--- config.mk ---
export PLATFORM = sky130hd
export DESIGN_NAME = bt_redirect_ctrl
export DESIGN_NICKNAME = d
export VERILOG_FILES = /design/src/rtl/bt_redirect_ctrl.sv
export SDC_FILE = /design/constraint.sdc
export NUM_CORES = 1
export LEC_CHECK = 0
export BUFFER_PORTS_ARGS = -buffer_cell sky130_fd_sc_hd__buf_2
export CAP_MARGIN = 0
export CORE_AREA = 2 2 87 89
export CTS_CLUSTER_DIAMETER = 50
export DETAILED_ROUTE_END_ITERATION = 16
export DIE_AREA = 0 0 89 91
export PLACE_DENSITY = 0.72
export SLEW_MARGIN = 20
export SYNTH_ARGS = -nofsm -noshare
export SYNTH_HDL_FRONTEND = slang
export SYNTH_SLANG_ARGS = --single-unit
--- constraint.sdc ---
create_clock -name clk_i -period 1.9 [get_ports clk_i]
set_clock_uncertainty 0.15 [all_clocks]
set_input_delay 0.19 -clock clk_i [delete_from_list [all_inputs] [get_ports clk_i]]
set_output_delay 0.19 -clock clk_i [all_outputs]
set_load 0.02 [all_outputs]
--- src/rtl/bt_redirect_ctrl.sv ---
// Branch-target redirect controller for the EX stage: steers the target-adder
// operand selects, captures the target and hands a redirect to IF via valid/ready.
package bt_redirect_pkg;
    typedef enum logic [0:0] {
        OP_A_REG_A  = 1'b0,
        OP_A_CURRPC = 1'b1
    } op_a_sel_e;

    typedef enum logic [1:0] {
        IMM_B_I       = 2'd0,
        IMM_B_J       = 2'd1,
        IMM_B_B       = 2'd2,
        IMM_B_INCR_PC = 2'd3
    } imm_b_sel_e;
endpackage

module bt_redirect_ctrl
    import bt_redirect_pkg::*;
#(
    parameter bit          RV32C    = 1'b1,
    parameter int unsigned CntWidth = 16
) (
    input  logic                clk_i,
    input  logic                rst_i,
    input  logic                ex_valid_i,
    input  logic                ex_jal_i,
    input  logic                ex_jalr_i,
    input  logic                ex_branch_i,
    input  logic                cmp_valid_i,
    input  logic                cmp_taken_i,
    input  logic [31:0]         bt_target_i,
    input  logic                kill_i,
    output op_a_sel_e           bt_a_mux_sel_o,
    output imm_b_sel_e          bt_b_mux_sel_o,
    output logic                ex_ready_o,
    output logic                redir_valid_o,
    input  logic                redir_ready_i,
    output logic [31:0]         redir_pc_o,
    output logic                flush_o,
    output logic                misalign_exc_o,
    output logic [31:0]         misalign_tval_o,
    output logic [CntWidth-1:0] taken_cnt_o
);

    typedef enum logic [1:0] {IDLE, WAIT_CMP, REDIRECT, EXC} state_e;

    state_e              state_q, state_d;
    logic [31:0]         tgt_q, tgt_d;
    op_a_sel_e           a_sel_q, a_sel_d;
    imm_b_sel_e          b_sel_q, b_sel_d;
    logic [CntWidth-1:0] cnt_q, cnt_d;

    logic        is_jal, is_jalr, is_br, jalr_mask, take, misaligned;
    logic [31:0] tgt_in;

    // Class priority jal > jalr > branch.
    assign is_jal  = ex_valid_i & ex_jal_i;
    assign is_jalr = ex_valid_i & ~ex_jal_i & ex_jalr_i;
    assign is_br   = ex_valid_i & ~ex_jal_i & ~ex_jalr_i & ex_branch_i;

    assign jalr_mask  = (state_q == IDLE) && is_jalr;
    assign tgt_in     = {bt_target_i[31:1], bt_target_i[0] & ~jalr_mask};
    assign misaligned = RV32C ? tgt_in[0] : tgt_in[1];

    assign redir_pc_o  = tgt_q;
    assign taken_cnt_o = cnt_q;

    always_comb begin
        state_d         = state_q;
        tgt_d           = tgt_q;
        a_sel_d         = a_sel_q;
        b_sel_d         = b_sel_q;
        cnt_d           = cnt_q;
        take            = 1'b0;
        bt_a_mux_sel_o  = OP_A_CURRPC;
        bt_b_mux_sel_o  = IMM_B_INCR_PC;
        ex_ready_o      = 1'b0;
        redir_valid_o   = 1'b0;
        flush_o         = 1'b0;
        misalign_exc_o  = 1'b0;
        misalign_tval_o = '0;

        unique case (state_q)
            IDLE: begin
                if (is_jal) begin
                    bt_b_mux_sel_o = IMM_B_J;
                end else if (is_jalr) begin
                    bt_a_mux_sel_o = OP_A_REG_A;
                    bt_b_mux_sel_o = IMM_B_I;
                end else if (is_br) begin
                    bt_b_mux_sel_o = IMM_B_B;
                end

                if (is_jal || is_jalr || (is_br && cmp_valid_i && cmp_taken_i)) begin
                    take = 1'b1;
                end else if (is_br && !cmp_valid_i) begin
                    state_d = WAIT_CMP;
                    a_sel_d = bt_a_mux_sel_o;
                    b_sel_d = bt_b_mux_sel_o;
                end else begin
                    ex_ready_o = ex_valid_i;
                end
            end
            WAIT_CMP: begin
                bt_a_mux_sel_o = a_sel_q;
                bt_b_mux_sel_o = b_sel_q;
                if (cmp_valid_i) begin
                    if (cmp_taken_i) begin
                        take = 1'b1;
                    end else begin
                        ex_ready_o = 1'b1;
                        state_d    = IDLE;
                    end
                end
            end
            REDIRECT: begin
                bt_a_mux_sel_o = a_sel_q;
                bt_b_mux_sel_o = b_sel_q;
                redir_valid_o  = 1'b1;
                if (redir_ready_i) begin
                    flush_o    = 1'b1;
                    ex_ready_o = 1'b1;
                    state_d    = IDLE;
                    if (cnt_q != {CntWidth{1'b1}}) cnt_d = cnt_q + 1'b1;
                end
            end
            EXC: begin
                misalign_exc_o  = 1'b1;
                misalign_tval_o = tgt_q;
                ex_ready_o      = 1'b1;
                state_d         = IDLE;
            end
            default: state_d = IDLE;
        endcase

        if (take) begin
            tgt_d   = tgt_in;
            a_sel_d = bt_a_mux_sel_o;
            b_sel_d = bt_b_mux_sel_o;
            state_d = misaligned ? EXC : REDIRECT;
        end

        // Kill and reset abort whatever is in flight; kill beats a same-cycle handshake.
        if (kill_i || rst_i) begin
            ex_ready_o     = 1'b0;
            redir_valid_o  = 1'b0;
            flush_o        = 1'b0;
            misalign_exc_o = 1'b0;
            state_d        = IDLE;
            tgt_d          = tgt_q;
            a_sel_d        = a_sel_q;
            b_sel_d        = b_sel_q;
            cnt_d          = cnt_q;
        end

        if (rst_i) begin
            bt_a_mux_sel_o  = OP_A_CURRPC;
            bt_b_mux_sel_o  = IMM_B_INCR_PC;
            misalign_tval_o = '0;
        end
    end

    always_ff @(posedge clk_i) begin
        if (rst_i) begin
            state_q <= IDLE;
            tgt_q   <= '0;
            a_sel_q <= OP_A_CURRPC;
            b_sel_q <= IMM_B_INCR_PC;
            cnt_q   <= '0;
        end else begin
            state_q <= state_d;
            tgt_q   <= tgt_d;
            a_sel_q <= a_sel_d;
            b_sel_q <= b_sel_d;
            cnt_q   <= cnt_d;
        end
    end

endmodule

==> impl_metrics.py, run 1 <==
metrics = {
    "detailed_routing": {
        "vias": 3157,
        "antenna_left": 0,
        "wirelength_mm": 9.568,
        "drtPass1Iterations": 4,
        "wl_per_cell_um": 15.89,
        "drtIter0Drc": 70,
        "drcViolationCount": 0,
        "via_per_inst": 5.244,
    },
    "final_layout": {
        "area_growth_pct": 63.60,
        "final_area_sq_mm": 0.004702,
        "drive_gt1_share_pct": 44.14,
        "mostFrequentLayoutCell": "buf_2",
        "antenna_cells": 0,
        "final_cell_mix": "buf_2, dfxtp_1, buf_6",
        "nNetsFinal": 549,
    },
    "timing": {
        "slew_violations": 0,
        "fmax_ghz": 0.5040,
        "rsz0062_at_grt": "true",
        "min_period_ns": 1.984,
        "hold_viol_final": 0,
        "period_share_pct": 104.4,
        "fin_ws_ns": -0.08399,
        "worst_pin_slew_ns": 0.5018,
        "relSlewSlack_pct": 66.19,
        "setup_tns_ns": -0.9912,
        "setup_viol": 30,
    },
    "synthesis": {
        "synth-seq-cells": 53,
        "ys_async_sr_fraction_pct": 0,
        "syn_inst": 318,
        "ys_seq_area_share_pct": 36.92,
        "syn-cell-area_sq_mm": 0.002874,
        "synth_cell_types": 44,
        "synth_ff_type": "dfxtp_1",
        "synth-edff-count": 0,
        "syn_area_per_cell_sq_um": 9.038,
        "syn_nets": 365,
        "synth_warnings": 0,
    },
    "run_status": {
        "violations": "setup timing",
        "status": "finished, violations left",
    },
    "die": {
        "die_w_um": 89,
        "initial_core_util_pct": 40.27,
        "design.die.area_sq_mm": 0.008099,
        "rows": 31,
        "core_sq_mm": 0.007137,
        "top_level_ports": 129,
        "die_h_um": 91,
    },
    "worst_setup_path": {
        "criticalPathCategory": "flop to output pin",
        "reg2regPathDepth": 7,
        "crit_path_start_kind": "flop",
        "cp_max_fo": 8,
        "arrival_ns": 1.64,
        "cp-end-kind": "output pin",
        "crit_required_ns": 1.56,
    },
    "global_routing": {
        "antenna_found_initial": 0,
        "gr-total-overflow": 0,
        "track_usage_pct": 22.12,
        "grt_max_degree": 41,
        "grt_pass1_wl_mm": 14.42,
        "grt_pass1_vias": 2991,
    },
    "job": {
        "drv_cap": 0,
    },
    "place": {
        "placed_area_sq_mm": 0.003777,
        "pre_cts_ws_ns": -0.04171,
        "hpwl_mm": 5.559,
        "io_buffers": 128,
        "gp_congestion": 0.8854,
    },
    "power_and_ir_drop": {
        "ir_drop_uv": 376.9,
        "leakage_nw": 2.140,
        "powerDensity_mw_per_mm2": 509.6,
    },
    "clock_tree": {
        "h-tree-depth": 2,
        "cts_sinks": 53,
        "cts-root-buf": "clkbuf_8",
        "cts_made_buffers": 5,
        "clkTransAtPathRegs_ns": 0.10,
        "clkLatencyLatePin_ns": 0.32,
        "clockBufferDepth": 2,
        "cts_tree": "built",
    },
    "min_path": {
        "hold_depth": 3,
        "hold_class": "input pin to flop",
    },
}
-- where the power goes --
group          internal [W]  leakage, nW  switching [W]
registers           0.00116        0.432      0.0000374
logic              0.000255         1.66       0.000263
clock network      0.000267       0.0447       0.000413
total               0.00168         2.14       0.000713
-- critical path: stages (launching register included) --
cell	delay (ns)
dfxtp_2	0.37
buf_6	0.12
ha_4	0.13
nor2b_4	0.20
buf_6	0.13
buf_16	0.12
and2_4	0.15
buf_6	0.11
-- cell usage after synthesis, types with 2 or more instances --
cell,n,share of area (%)
dfxtp_1,53,37
nor2b_1,35,7.6
and2_1,34,7.4
mux2_1,29,11
a21oi_1,19,3.3
nand2_1,17,2.2
o21ai_0,12,2.1
clkbuf_1,10,1.3
nand3_1,10,1.7
inv_1,8,1.0
a211oi_1,7,1.8
nor2_1,7,0.91
nor3_1,7,1.2
nand4_1,6,1.3
a211o_1,5,1.5
ha_1,5,2.2
and4_1,4,1.2
o31ai_1,4,1.0
or3_1,4,0.87
or4_1,4,1.0
a41oi_1,3,0.91
buf_2,3,0.52
mux2_2,3,1.2
nand3b_1,3,0.78
o211ai_1,3,0.78
o21a_1,3,0.78
nor4_2,2,0.87
o22ai_1,2,0.44
-- worst paths after layout --
kind / startpoint / endpoint / slack (ns)
hold / removal: bt_target_i[0] / redir_pc_o[0] / 0.05
setup reg to reg: state_q[0] / redir_pc_o[7] / -0.01
hold reg to reg: redir_pc_o[0] / redir_pc_o[0] / 0.33
setup / recovery: state_q[0] / misalign_tval_o[10] / -0.08
-- metal layers --
metal	wire length, um	up-vias	track usage (%)
met4	133	0	5.970
met2	4740	117	40.24
met5	0	-	0
met3	575	16	3.636
met1	4119	1507	26.23
li1	-	1517	-
-- metrics by stage --
stage | util [%] | power, W | instances | hold slack [ns]
finish | 65.88 | 0.002396 | 602 | 0.04598
global route | 65.88 | 0.002493 | 602 | 0.03094
global placement | 52.93 | 0.001606 | 554 | 0.2440
detailed placement | 52.93 | 0.001616 | 554 | 0.2493
floorplan | - | 0.001451 | 318 | 0.1647
CTS | 64.25 | 0.002374 | 600 | 0.03008
-- cell families after synthesis --
family	Yosys count	share of synthesized area [%]
AND/OR/NAND/NOR	138	29.26
AO/OA/AOI/OAI	66	15.19
flip-flops	53	36.92
adder cells (fa/ha/maj)	5	2.177
buffers and inverters	23	3.570
multiplexers	33	12.89
-- repair_timing --
action,CTS,global route
gates cloned,2,0
hold buffers,31,0
hold endpoints to repair,31,0
pin swaps,6,15
buffers inserted,6,4
gates resized for setup,99,35
endpoints found under the setup margin,66,71
-- flip-flops by register name, indices dropped and copies added, names as in the netlist --
register	cells
redir_pc_o	32
taken_cnt_o	16
b_sel_q	2
state_q	2
a_sel_q	1
-- cell type report --
class / count / area [sq um]
Clock buffer: 5 / 68.82
Clock inverter: 3 / 25.02
Fill cell: 567 / 2435
Inverter: 9 / 41.29
Multi-Input combinational cell: 242 / 1897
Sequential cell: 53 / 1064
Tap cell: 99 / 123.9
Timing Repair Buffer: 191 / 1483
No activity file was read; power rests on OpenSTA's default activity.
==> run 2, diff against run 1 <==
Settings changed: CORE_AREA 2 2 87 89 to 2 2 85 87, DIE_AREA 0 0 89 91 to 0 0 87 89, PLACE_DENSITY 0.72 to 0.87.
==> run 2 against run 1 <==
The flow still finishes with violations (setup timing); sequential share of layout area up 0.45 points; sequential cell count unchanged; die area down 4.4%; critical path depth down 1; largest power group unchanged.
==> impl_metrics.py, run 2 (synthesis results as in run 1) <==
metrics = {
    "global_routing": {
        "antenna_found_initial": 0,
        "grt_use_met2_pct": 46.63,
        "track_usage_pct": 25.64,
        "grt_busiest_layer": "met2",
        "grt_util_met3_pct": 5.910,
        "grt_max_degree": 36,
        "grt_pass1_vias": 3109,
        "gr-total-overflow": 0,
        "grt_pass1_wl_mm": 15.60,
        "use_met1_pct": 29.10,
    },
    "timing": {
        "fmax_ghz": 0.4984,
        "worst_pin_slew_ns": 0.4135,
        "setup_tns_ns": -3.128,
        "relSlewSlack_pct": 72.07,
        "slew_violations": 0,
        "min_period_ns": 2.007,
        "fin_ws_ns": -0.1066,
        "rsz0062_at_grt": "true",
        "hold_viol_final": 0,
        "period_share_pct": 105.6,
        "setup_viol": 65,
    },
    "final_layout": {
        "final_area_sq_mm": 0.004609,
        "finish.utilization_pct": 68.60,
        "mostFrequentLayoutCell": "buf_2",
        "nNetsFinal": 551,
        "drive_gt1_share_pct": 40.59,
        "area_growth_pct": 60.38,
        "final_cell_mix": "buf_2, dfxtp_1, buf_6",
        "largest_reg_flops": 32,
        "antenna_cells": 0,
    },
    "die": {
        "die_w_um": 87,
        "top_level_ports": 129,
        "die_h_um": 89,
        "initial_core_util_pct": 42.77,
        "core_sq_mm": 0.006719,
        "rows": 30,
        "design.die.area_sq_mm": 0.007743,
    },
    "worst_setup_path": {
        "arrival_ns": 1.67,
        "cp_max_fo": 8,
        "criticalPathCategory": "flop to output pin",
        "slowest_stage": "dfxtp_2",
        "crit_required_ns": 1.56,
        "crit_path_start_kind": "flop",
        "crit_path_frequent_cell": "buf_6",
        "cp_slowest_stage_delay_ns": 0.37,
        "path_cells": "buf_6 > ha_4 > nor2b_4 > buf_8 > and2_1 > buf_6",
        "cp-end-kind": "output pin",
    },
    "detailed_routing": {
        "drtIter0Drc": 118,
        "drcViolationCount": 0,
        "via_per_inst": 5.562,
        "vias": 3254,
        "drtPass1Iterations": 4,
        "antenna_left": 0,
        "wirelength_mm": 10.46,
        "wl_per_cell_um": 17.89,
    },
    "power_and_ir_drop": {
        "leakage_nw": 2.128,
        "combPwrFrac_pct": 21.0,
        "power_w": 0.002499,
        "intPower_w": 0.001808,
        "power.switching_w": 0.0006902,
        "powerDensity_mw_per_mm2": 542.1,
        "p_clk_share_pct": 31.0,
        "ir_drop_uv": 432.7,
        "p_seq_share_pct": 48.0,
        "swShare_pct": 27.62,
    },
    "place": {
        "placed_area_sq_mm": 0.003739,
        "gp_congestion": 0.9042,
        "io_buffers": 128,
        "hpwl_mm": 6.168,
    },
    "clock_tree": {
        "cts_sinks": 53,
        "clkLatencyLatePin_ns": 0.30,
        "clockBufferDepth": 2,
        "cts_made_buffers": 5,
        "h-tree-depth": 2,
        "cts-root-buf": "clkbuf_8",
        "cts_tree": "built",
        "clkTransAtPathRegs_ns": 0.09,
    },
    "run_status": {
        "violations": "setup timing",
        "status": "finished, violations left",
    },
    "job": {
        "drv_cap": 0,
    },
    "min_path": {
        "hold_class": "input pin to flop",
    },
}
## run 2: cell count changes in the layout (fill, tap and decap cells not counted), moves of 4 or more
cell     change
nand3_1      +4
buf_4        +7
nand3_2      -4
and2_4      -11
buf_6        -8
and2_1      +11
## run 2: final cells by class
class | instances | area [sq um]
tap | 80 | 100.1
fill | 479 | 2110
sequential | 53 | 1064
inverter | 9 | 41.29
multi-input combinational | 242 | 1821
clock buffer | 6 | 72.57
clock inverter | 2 | 38.79
timing repair buffer | 193 | 1473
## run 2: metal layers
layer	vias up	part of all wire [%]
met4	0	3.1
met5	-	0
li1	1513	-
met2	151	50
met3	26	7.0
met1	1564	40
## run 2: path summary, 6_finish.rpt
path | start | depth (start not counted) | to | slack (ns)
hold / removal | kill_i | 2 | a_sel_q | 0.002
hold reg to reg | redir_pc_o[0] | 2 | redir_pc_o[0] | 0.36
setup / recovery | state_q[1] | 6 | misalign_tval_o[29] | -0.11
setup reg to reg | state_q[0] | 7 | redir_pc_o[19] | -0.06
## run 2: per-stage QoR
stage | setup slack [ns] | hold slack (ns) | instances
5_1_grt | -0.1508 | 0.02756 | 585
2_1_floorplan | -0.01307 | 0.1647 | 318
6_report | -0.1066 | 0.002129 | 585
4_1_cts | -0.04944 | 0.02770 | 582
3_5_place_dp | -0.04285 | 0.2505 | 533
3_3_place_gp | 0.03842 | 0.2439 | 533
## run 2: timing repair
action / in CTS / in global routing
hold buffers: 31 / 0
setup endpoints to repair: 66 / 73
pin swaps: 13 / 1
buffers inserted: 8 / 2
gates resized for setup: 93 / 9
cloned: 2 / 1
hold endpoints to repair: 31 / 0
## run 2: power by group through the flow
stage          clock, W  sequential (W)  combinational (W)
2_1_floorplan         0         0.00126           0.000187
3_3_place_gp          0         0.00121           0.000391
3_5_place_dp          0         0.00122           0.000404
4_1_cts        0.000789         0.00119           0.000499
5_1_grt        0.000835         0.00120           0.000558
6_report       0.000776         0.00120           0.000524
## run 2: critical path: cells and delay by family (launching register included)
| family | cells | cell delay, ns |
|---|---|---|
| simple gates | 2 | 0.44 |
| buf+inv | 3 | 0.42 |
| flops | 1 | 0.37 |
| fa+ha+maj | 1 | 0.13 |
